===== src/rtl/dl_sampler_pkg.sv =====
// Shared types and helpers for the multi-channel delay-line sampler.
package dl_sampler_pkg;

  typedef enum logic [3:0] {
    OP_LOAD   = 4'd0,
    OP_UNLOAD = 4'd1,
    OP_SAMPLE = 4'd2,
    OP_EDGE   = 4'd3,
    OP_COUNT  = 4'd4
  } op_e;

  typedef enum logic [1:0] {
    IDLE = 2'd0,
    CAP  = 2'd1,
    EVAL = 2'd2,
    HOLD = 2'd3
  } state_e;

  // Width for a counter holding 0..win_len-1, never narrower than one bit.
  function automatic int unsigned win_cnt_width(input int unsigned win_len);
    return (win_len < 2) ? 1 : $clog2(win_len);
  endfunction

endpackage


===== src/rtl/dl_sampler_reduce.sv =====
// Combinational reduction of a delay-line sample to edge position and transition count.
module dl_sampler_reduce #(
  parameter int unsigned DL_W = 32
) (
  input  logic [DL_W-1:0] data,
  output logic [7:0]      edge_pos,
  output logic [7:0]      trans_cnt
);

  // Ascending scan: the last matching falling step wins, giving the highest one.
  always_comb begin
    edge_pos  = '0;
    trans_cnt = '0;
    for (int unsigned j = 0; j < DL_W - 1; j++) begin
      if (data[j] && !data[j+1]) begin
        edge_pos = 8'(j + 1);
      end
      trans_cnt = trans_cnt + 8'(data[j] ^ data[j+1]);
    end
  end

endmodule


===== src/rtl/dl_sampler.sv =====
// Byte-command driven delay-line sampler: load/unload shift register, channel capture, reduction.
module dl_sampler
  import dl_sampler_pkg::*;
#(
  parameter int unsigned DL_W    = 32,
  parameter int unsigned NUM_CH  = 4,
  parameter int unsigned CAP_WIN = 2
) (
  input  logic                   i_clk,
  input  logic                   i_rst,
  input  logic                   i_valid,
  input  logic [7:0]             i_data,
  output logic                   o_valid,
  input  logic                   i_accept,
  output logic [7:0]             o_data,
  input  logic [NUM_CH-1:0]      i_dl_valid,
  input  logic [NUM_CH*DL_W-1:0] i_dl
);

  localparam int unsigned       WIN_W    = win_cnt_width(CAP_WIN);
  localparam logic [WIN_W-1:0]  WIN_LAST = WIN_W'(CAP_WIN - 1);

  state_e            state_q, state_d;
  op_e               op_q, op_d;
  logic [3:0]        ch_q, ch_d;
  logic [WIN_W-1:0]  win_q, win_d;
  logic              got_q, got_d;
  logic [DL_W-1:0]   data_q, data_d;

  op_e               cmd_op;
  logic [3:0]        cmd_arg;
  logic              arg_ok;
  logic [3:0]        sel;
  logic              sel_valid;
  logic [DL_W-1:0]   sel_sample;
  logic [7:0]        edge_pos;
  logic [7:0]        trans_cnt;
  logic [7:0]        result;

  assign cmd_op  = op_e'(i_data[3:0]);
  assign cmd_arg = i_data[7:4];
  assign arg_ok  = 32'(cmd_arg) < NUM_CH;
  assign result  = (op_q == OP_EDGE) ? edge_pos : trans_cnt;
  assign o_data  = data_q[DL_W-1 -: 8];
  assign o_valid = (state_q == HOLD);

  // Channel mux: the command argument selects on the command cycle, the latched channel afterwards.
  always_comb begin
    sel        = (state_q == IDLE) ? cmd_arg : ch_q;
    sel_valid  = 1'b0;
    sel_sample = '0;
    for (int unsigned c = 0; c < NUM_CH; c++) begin
      if (sel == 4'(c)) begin
        sel_valid  = i_dl_valid[c];
        sel_sample = i_dl[c*DL_W +: DL_W];
      end
    end
  end

  dl_sampler_reduce #(
    .DL_W (DL_W)
  ) u_reduce (
    .data      (data_q),
    .edge_pos  (edge_pos),
    .trans_cnt (trans_cnt)
  );

  // Next-state and datapath update; the command cycle is window cycle 0, so a one-cycle
  // window skips CAP entirely.
  always_comb begin
    state_d = state_q;
    op_d    = op_q;
    ch_d    = ch_q;
    win_d   = win_q;
    got_d   = got_q;
    data_d  = data_q;
    case (state_q)
      IDLE: begin
        if (i_valid) begin
          case (cmd_op)
            OP_LOAD:   data_d  = (data_q << 4) | DL_W'(cmd_arg);
            OP_UNLOAD: state_d = HOLD;
            OP_SAMPLE, OP_EDGE, OP_COUNT: begin
              if (arg_ok) begin
                ch_d  = cmd_arg;
                op_d  = cmd_op;
                win_d = WIN_W'(1);
                got_d = sel_valid;
                if (sel_valid) begin
                  data_d = sel_sample;
                end
                if (CAP_WIN == 1) begin
                  state_d = (cmd_op == OP_SAMPLE) ? IDLE : EVAL;
                end else begin
                  state_d = CAP;
                end
              end
            end
            default: ;
          endcase
        end
      end
      CAP: begin
        if (!got_q && sel_valid) begin
          data_d = sel_sample;
          got_d  = 1'b1;
        end
        if (win_q == WIN_LAST) begin
          state_d = (op_q == OP_SAMPLE) ? IDLE : EVAL;
        end else begin
          win_d = win_q + WIN_W'(1);
        end
      end
      EVAL: begin
        data_d  = DL_W'(result) << (DL_W - 8);
        state_d = HOLD;
      end
      HOLD: begin
        if (i_accept) begin
          data_d  = data_q << 8;
          state_d = IDLE;
        end
      end
      default: state_d = IDLE;
    endcase
  end

  // State and data registers with synchronous reset.
  always_ff @(posedge i_clk) begin
    if (i_rst) begin
      state_q <= IDLE;
      op_q    <= OP_LOAD;
      ch_q    <= '0;
      win_q   <= '0;
      got_q   <= 1'b0;
      data_q  <= '0;
    end else begin
      state_q <= state_d;
      op_q    <= op_d;
      ch_q    <= ch_d;
      win_q   <= win_d;
      got_q   <= got_d;
      data_q  <= data_d;
    end
  end

endmodule


===== config.mk =====
export PLATFORM = sky130hd
export DESIGN_NAME = dl_sampler
export DESIGN_NICKNAME = d
export VERILOG_FILES = /design/src/rtl/dl_sampler_pkg.sv /design/src/rtl/dl_sampler_reduce.sv /design/src/rtl/dl_sampler.sv
export SDC_FILE = /design/constraint.sdc
export NUM_CORES = 1
export LEC_CHECK = 0
export CAP_MARGIN = 0
export CORE_MARGIN = 8
export CORE_UTILIZATION = 49
export CTS_BUF_LIST = sky130_fd_sc_hd__clkbuf_4 sky130_fd_sc_hd__clkbuf_8
export DETAILED_ROUTE_END_ITERATION = 10
export HOLD_SLACK_MARGIN = 0.12
export PLACE_DENSITY = 0.83
export RECOVER_POWER = 100
export SLEW_MARGIN = 20
export SYNTH_ARGS = -nofsm -noshare
export SYNTH_HDL_FRONTEND = slang
export SYNTH_SLANG_ARGS = --single-unit

===== constraint.sdc =====
create_clock -name i_clk -period 8.35 [get_ports i_clk]
set_input_delay 0.835 -clock i_clk [delete_from_list [all_inputs] [get_ports i_clk]]
set_output_delay 0.835 -clock i_clk [all_outputs]
set_load 0.02 [all_outputs]

# Word level (Yosys, flattened, before mapping)

Cells that the tools add are included.

Add/subtract/negate cells: 31
Magnitude comparators: 1
Eq/ne operators: 22
Mux-type cells: 65
Bitwise gates (word level): 32
Reductions and logical operators: 74

Operators with widths:

| operator           | number |
|---|---|
| $mux 32            | 9 |
| $add 8x8->8        | 30 |
| $pmux 32 s4        | 1 |
| $mux 5             | 16 |
| $pmux 32 s2        | 1 |
| $mux 4             | 9 |
| $logic_and 1x1->1  | 32 |
| $logic_not 1->1    | 32 |
| $or 32x4->32       | 1 |
| $xor 1x1->1        | 31 |
| $eq 4x2->1 const B | 6 |
| $mux 2             | 7 |
| $mux 1             | 13 |
| $mux 3             | 4 |
| $reduce_and 5->1   | 2 |
| $eq 4x1->1 const B | 2 |
| $logic_not 4->1    | 2 |
| $mux 8             | 1 |
| $ne 2x2->1 const B | 4 |
| $pmux 2 s4         | 1 |
| $reduce_and 4->1   | 2 |
| $ne 3x1->1 const B | 2 |
| $ne 3x3->1 const B | 2 |
| $reduce_and 6->1   | 1 |
| other kinds (11)   | 14 |

Flip-flop bits (word level): 44
Input port bits: 144
Output and inout bits: 9

# Longest topological paths before layout

Depth after elaboration: 35
Gate-level depth with buffers: 21
Depth with buffers taken out: 21

# Hierarchy

Synthesis repeated with hierarchy kept, for this count alone.

Cell total of the unflattened synthesis: 714
Area total of the unflattened synthesis: 5,749.3 sq um

Modules (own cells, without submodules):

| module            | instances | cells an instance | area each (sq um) | seq. area each (sq um) |
|---|---|---|---|---|
| dl_sampler        | 1         | 516               | 4,134.0           | 880.8 |
| dl_sampler_reduce | 1         | 198               | 1,615.3           | 0.0 |

# Least setup slack after synthesis

OpenSTA, ideal clock, no wires.

Kind: reg2reg
Start: register data_q[26]
End: register data_q[28]
Setup time: 0.146 ns
Arrival time: 5.670 ns
Path slack: 2.534 ns
Stages on the path, launching flop included: 21
Buffers on the path: 0
Clock period less this slack: 5.816 ns
Path through: dfxtp_1 -> inv_1 -> ha_1 -> inv_1 -> fa_1 -> fa_1 -> inv_1 -> fa_1 -> inv_1 -> fa_1 -> fa_1 -> fa_1 -> inv_1 -> fa_1 -> fa_1 -> nor2b_1 -> nor3_1 -> o21ai_0 -> o21ai_0 -> a2111oi_0 -> a221oi_2

Word-level cells in the longest chain between the ends: 10
Elaborated cells on any way between the ends: 19
Those cells by class: add/sub: 6; mux: 8; bitwise: 2; reduce/logical: 3

Ends and longest elaborated chain:

| element                                             | RTL line          | text |
|---|---|---|
| start: declaration                                  | dl_sampler.sv:28  | `logic [DL_W-1:0] data_q, data_d;` |
| start signal: assignment                            | dl_sampler.sv:143 | `data_q <= data_d;` |
| branches (longest 8 deep; another with $add 8x8->8) | n/a               |  |
| $mux 8 (*)                                          | dl_sampler.sv:43  | `assign result = (op_q == OP_EDGE) ? edge_pos : trans_cnt;` |
| $pmux 32 s4 (*)                                     | dl_sampler.sv:77  | `case (state_q)` |

Every way passes the cells marked *.
A chain may end at the register's enable or synchronous reset.

# Worst setup path after layout

Ends and elaborated chain as after synthesis.

==> impl_results.html <==
<table>
<tr><th>Metric</th><th>Value</th></tr>
<tr><th colspan="2">Status</th></tr>
<tr><td>Status</td><td>finished, violations left</td></tr>
<tr><td>Failing checks</td><td>capacitance limit, slew limit</td></tr>
<tr><th colspan="2">Die</th></tr>
<tr><td>Number of rows created at floorplan</td><td>37</td></tr>
<tr><td>Die Footprint</td><td>13,900 µm²</td></tr>
<tr><td>Y dimension of the die</td><td>118 µm</td></tr>
<tr><td>Initial core utilization</td><td>50.0%</td></tr>
<tr><td>Core area</td><td>10,200 µm²</td></tr>
<tr><td>Count of boundary I/O pins</td><td>153</td></tr>
<tr><td>Die Wd</td><td>118 µm</td></tr>
<tr><th colspan="2">Logic synthesis</th></tr>
<tr><td>Synth Area in Adders</td><td>18.4%</td></tr>
<tr><td>Share of synthesized registers carrying an async set or reset</td><td>0%</td></tr>
<tr><td>Count leader, synth</td><td>inv_1</td></tr>
<tr><td>Number of distinct library cells after synthesis</td><td>71</td></tr>
<tr><td>Post-synth top cells</td><td>inv_1 (70), dfxtp_1 (44), ha_1 (38), mux2i_1 (36), a21oi_1 (34)</td></tr>
<tr><td>Synth Warn #</td><td>0</td></tr>
<tr><td>Area leader, netlist</td><td>dfxtp_1</td></tr>
<tr><td>Average size of a mapped cell</td><td>9.31 µm²</td></tr>
<tr><td>Area share of and/or/nand/nor cells after synthesis</td><td>10.7%</td></tr>
<tr><td>Post-synthesis cell area</td><td>5090 µm²</td></tr>
<tr><td>Most common flop cell mapped by yosys</td><td>dfxtp_1</td></tr>
<tr><td>Number of standard cells after synthesis</td><td>547</td></tr>
<tr><td>Synthesized-area fraction occupied by ao, oa, aoi and oai cells</td><td>28.0%</td></tr>
<tr><td>Share of the synthesized netlist area taken by xor and xnor gates</td><td>0.344%</td></tr>
<tr><td>Number of enable flip-flop cells after synthesis</td><td>0</td></tr>
<tr><td>Main combinational cell family by area after synthesis</td><td>compound AO/OA/AOI/OAI gates</td></tr>
<tr><td>FF+latch count, synth</td><td>44</td></tr>
<tr><td>Area fraction of the dominant cell type after synthesis</td><td>17.3%</td></tr>
<tr><td>Synth top area cells</td><td>dfxtp_1 (17%), ha_1 (9.3%), fa_1 (9.0%)</td></tr>
<tr><td>Portion of netlist area occupied by mux cells</td><td>14.0%</td></tr>
<tr><td>Part of the Yosys area used for sequential elements</td><td>17.3%</td></tr>
<tr><td>Post-synthesis net count</td><td>752</td></tr>
<tr><th colspan="2">Clock tree</th></tr>
<tr><td>Max clock buf depth</td><td>2</td></tr>
<tr><td>Post-CTS Resized</td><td>0</td></tr>
<tr><td>Clock sink total</td><td>44</td></tr>
<tr><td>Clk Latency, worst-skew pair</td><td>0.30 ns</td></tr>
<tr><td>Quantity of hold-fixing buffers added after cts</td><td>0</td></tr>
<tr><td>Clock transition at the registers of the reported paths</td><td>0.09 ns</td></tr>
<tr><td>Deepest level of the CTS H-tree</td><td>2</td></tr>
<tr><td>Number of buffers added for setup after CTS</td><td>0</td></tr>
<tr><td>Number of CTS-inserted buffers</td><td>5</td></tr>
<tr><td>CTS root buf</td><td>clkbuf_8</td></tr>
<tr><td>TritonCTS clock tree</td><td>built</td></tr>
<tr><th colspan="2">Global routing</th></tr>
<tr><td>First-pass GRT wire length</td><td>27,600 µm</td></tr>
<tr><td>Via count of the first global-routing pass</td><td>5,268</td></tr>
<tr><td>Maximum number of pins on one net before global-route repair</td><td>51</td></tr>
<tr><td>Remaining Overflow, GRT</td><td>0</td></tr>
<tr><td>Antenna violations before repair</td><td>0</td></tr>
<tr><td>Global routing usage summed across all routing layers</td><td>24.3%</td></tr>
<tr><th colspan="2">Timing</th></tr>
<tr><td>Slew of the pin with the lowest slew margin</td><td>2.71 ns</td></tr>
<tr><td>Final hold violation count</td><td>0</td></tr>
<tr><td>RSZ-0062 raised after global routing</td><td>false</td></tr>
<tr><td>Post-route clock skew</td><td>0.00928 ns</td></tr>
<tr><td>Number of max-slew violations in the final report</td><td>24</td></tr>
<tr><td>Peak clock frequency supported by timing</td><td>0.160 GHz</td></tr>
<tr><td>Final worst path period share</td><td>74.7%</td></tr>
<tr><td>Setup Total Neg Slack</td><td>0 ns</td></tr>
<tr><td>Slew margin rel.</td><td>-85.6%</td></tr>
<tr><td>Final worst path period need</td><td>6.24 ns</td></tr>
<tr><td>Final number of setup-violating endpoints</td><td>0</td></tr>
<tr><th colspan="2">Placed design</th></tr>
<tr><td>Final GP Congestion</td><td>0.985</td></tr>
<tr><td>Half-perimeter wire length after placement</td><td>14,100 µm</td></tr>
<tr><td>Number of buffers added on ports</td><td>152</td></tr>
<tr><th colspan="2">Detailed routing</th></tr>
<tr><td>Number of design-rule violations left by the first detailed-router iteration</td><td>467</td></tr>
<tr><td>Number of nets with antenna violations after detailed routing</td><td>0</td></tr>
<tr><td>Number of optimization iterations in the first detailed-route pass</td><td>6</td></tr>
<tr><td>Wire length after detailed routing</td><td>17,300 µm</td></tr>
<tr><td>Detailed-route DRC error count</td><td>0</td></tr>
<tr><td>Routed vias</td><td>5,081</td></tr>
<tr><td>Vias per std cell</td><td>6.32</td></tr>
<tr><td>Final routed wire length divided by cell count</td><td>21.5 µm</td></tr>
<tr><th colspan="2">Layout</th></tr>
<tr><td>Number of nets in the final layout</td><td>872</td></tr>
<tr><td>Fraction of layout cells with a size suffix above 1</td><td>9.13%</td></tr>
<tr><td>Utilization after layout</td><td>64.9%</td></tr>
<tr><td>Area Overhead vs Synth</td><td>29.8%</td></tr>
<tr><td>Count of inserted antenna diode cells</td><td>0</td></tr>
<tr><td>Fillers</td><td>838</td></tr>
<tr><th colspan="2">Setup path</th></tr>
<tr><td>Setup crit end kind</td><td>flip-flop</td></tr>
<tr><td>Biggest fanout along the worst timing path</td><td>5</td></tr>
<tr><td>Worst Path Arrival</td><td>6.39 ns</td></tr>
<tr><td>Crit start category</td><td>flip-flop</td></tr>
<tr><td>Critical Setup Path Class</td><td>reg -&gt; reg</td></tr>
<tr><td>Req. time, crit path</td><td>8.51 ns</td></tr>
<tr><th colspan="2">Flow run</th></tr>
<tr><td>Max-capacitance violation count</td><td>1</td></tr>
<tr><th colspan="2">Min path</th></tr>
<tr><td>Hold WC Path Type</td><td>reg -&gt; reg</td></tr>
</table>
final timing paths:
check	cells after the start	endpoint	slack, ns	startpoint
setup / recovery	20	data_q[28]	2.11	data_q[26]
hold / removal	2	win_q	0.49	win_q
setup reg to reg	20	data_q[28]	2.11	data_q[26]
hold reg to reg	2	win_q	0.49	win_q
metrics by stage:
stage               instance area, µm²  hold slack, ns  worst slack, ns  instances
floorplan                         5090           0.455             2.53        547
global placement                  6520           0.470             2.25        796
detailed placement                6520           0.480             2.15        796
CTS                               6630           0.492             2.13        804
global route                      6610           0.515             1.75        804
finish                            6610           0.495             2.11        804
registers in the layout, indices dropped and copies added, names as in the netlist:
register and count:
data_q 32, win_q 1, got_q 1, op_q 4, ch_q 4, state_q 2
cell type report:
class                           instances  area [µm²]  share of cell area, %
Timing Repair Buffer                  157        1560                   23.5
Tap cell                              136         170                   2.58
Inverter                               70         263                   3.98
Clock inverter                          2        35.0                  0.530
Sequential cell                        44         881                   13.3
Clock buffer                            6        76.3                   1.16
Multi-Input combinational cell        389        3630                   54.9
routing by layer:
layer  share of wire (%)  GRT usage (%)
met5                   0              0
met4                 4.4           12.0
met3                 8.9           6.19
met2                  48           40.1
met1                  39           28.9
cells by family (layout without fill, tap and decap cells):
kind of cell | count (synthesis) | in the layout
mux | 52 | 52
simple gates | 101 | 101
fa+ha+maj | 61 | 61
xor+xnor | 2 | 2
compound gates | 173 | 173
buf+inv | 114 | 235
flops | 44 | 44
worst max-delay path, stage by stage (launching register included):
cell and delay, ns:
dfxtp_1 0.42, inv_1 0.06, ha_1 0.27, inv_1 0.06, fa_1 0.51, fa_1 0.56
inv_1 0.06, fa_1 0.49, inv_1 0.06, fa_1 0.51, fa_1 0.52, fa_1 0.54
inv_1 0.05, fa_1 0.45, fa_1 0.42, nor2b_1 0.17, nor3_1 0.06, o21ai_0 0.16
o21ai_0 0.13, a2111oi_0 0.48, a221oi_2 0.10
placed cells by master (no fill, tap or decap), drive strengths merged, types with 3 or more instances in the layout:
cell and count:
a2111oi 3, a211oi 25, a21oi 34, a221oi 45, a222oi 7, a22oi 3, a31oi 4, and2 4
buf 4, clkbuf 7, clkdlybuf4s50 141, dfxtp 44, dlygate4sd3 11, fa 23, ha 38, inv 70
mux2i 37, mux4 14, nand2 22, nand2b 5, nand3 7, nor2 24, nor2b 4, nor3 16
nor4 8, o21a 3, o21ai 21, o311ai 3, o31a 4, o31ai 3
Power is not shown: default switching activity piles up to over one toggle a cycle in this logic, so the estimate is an artifact.
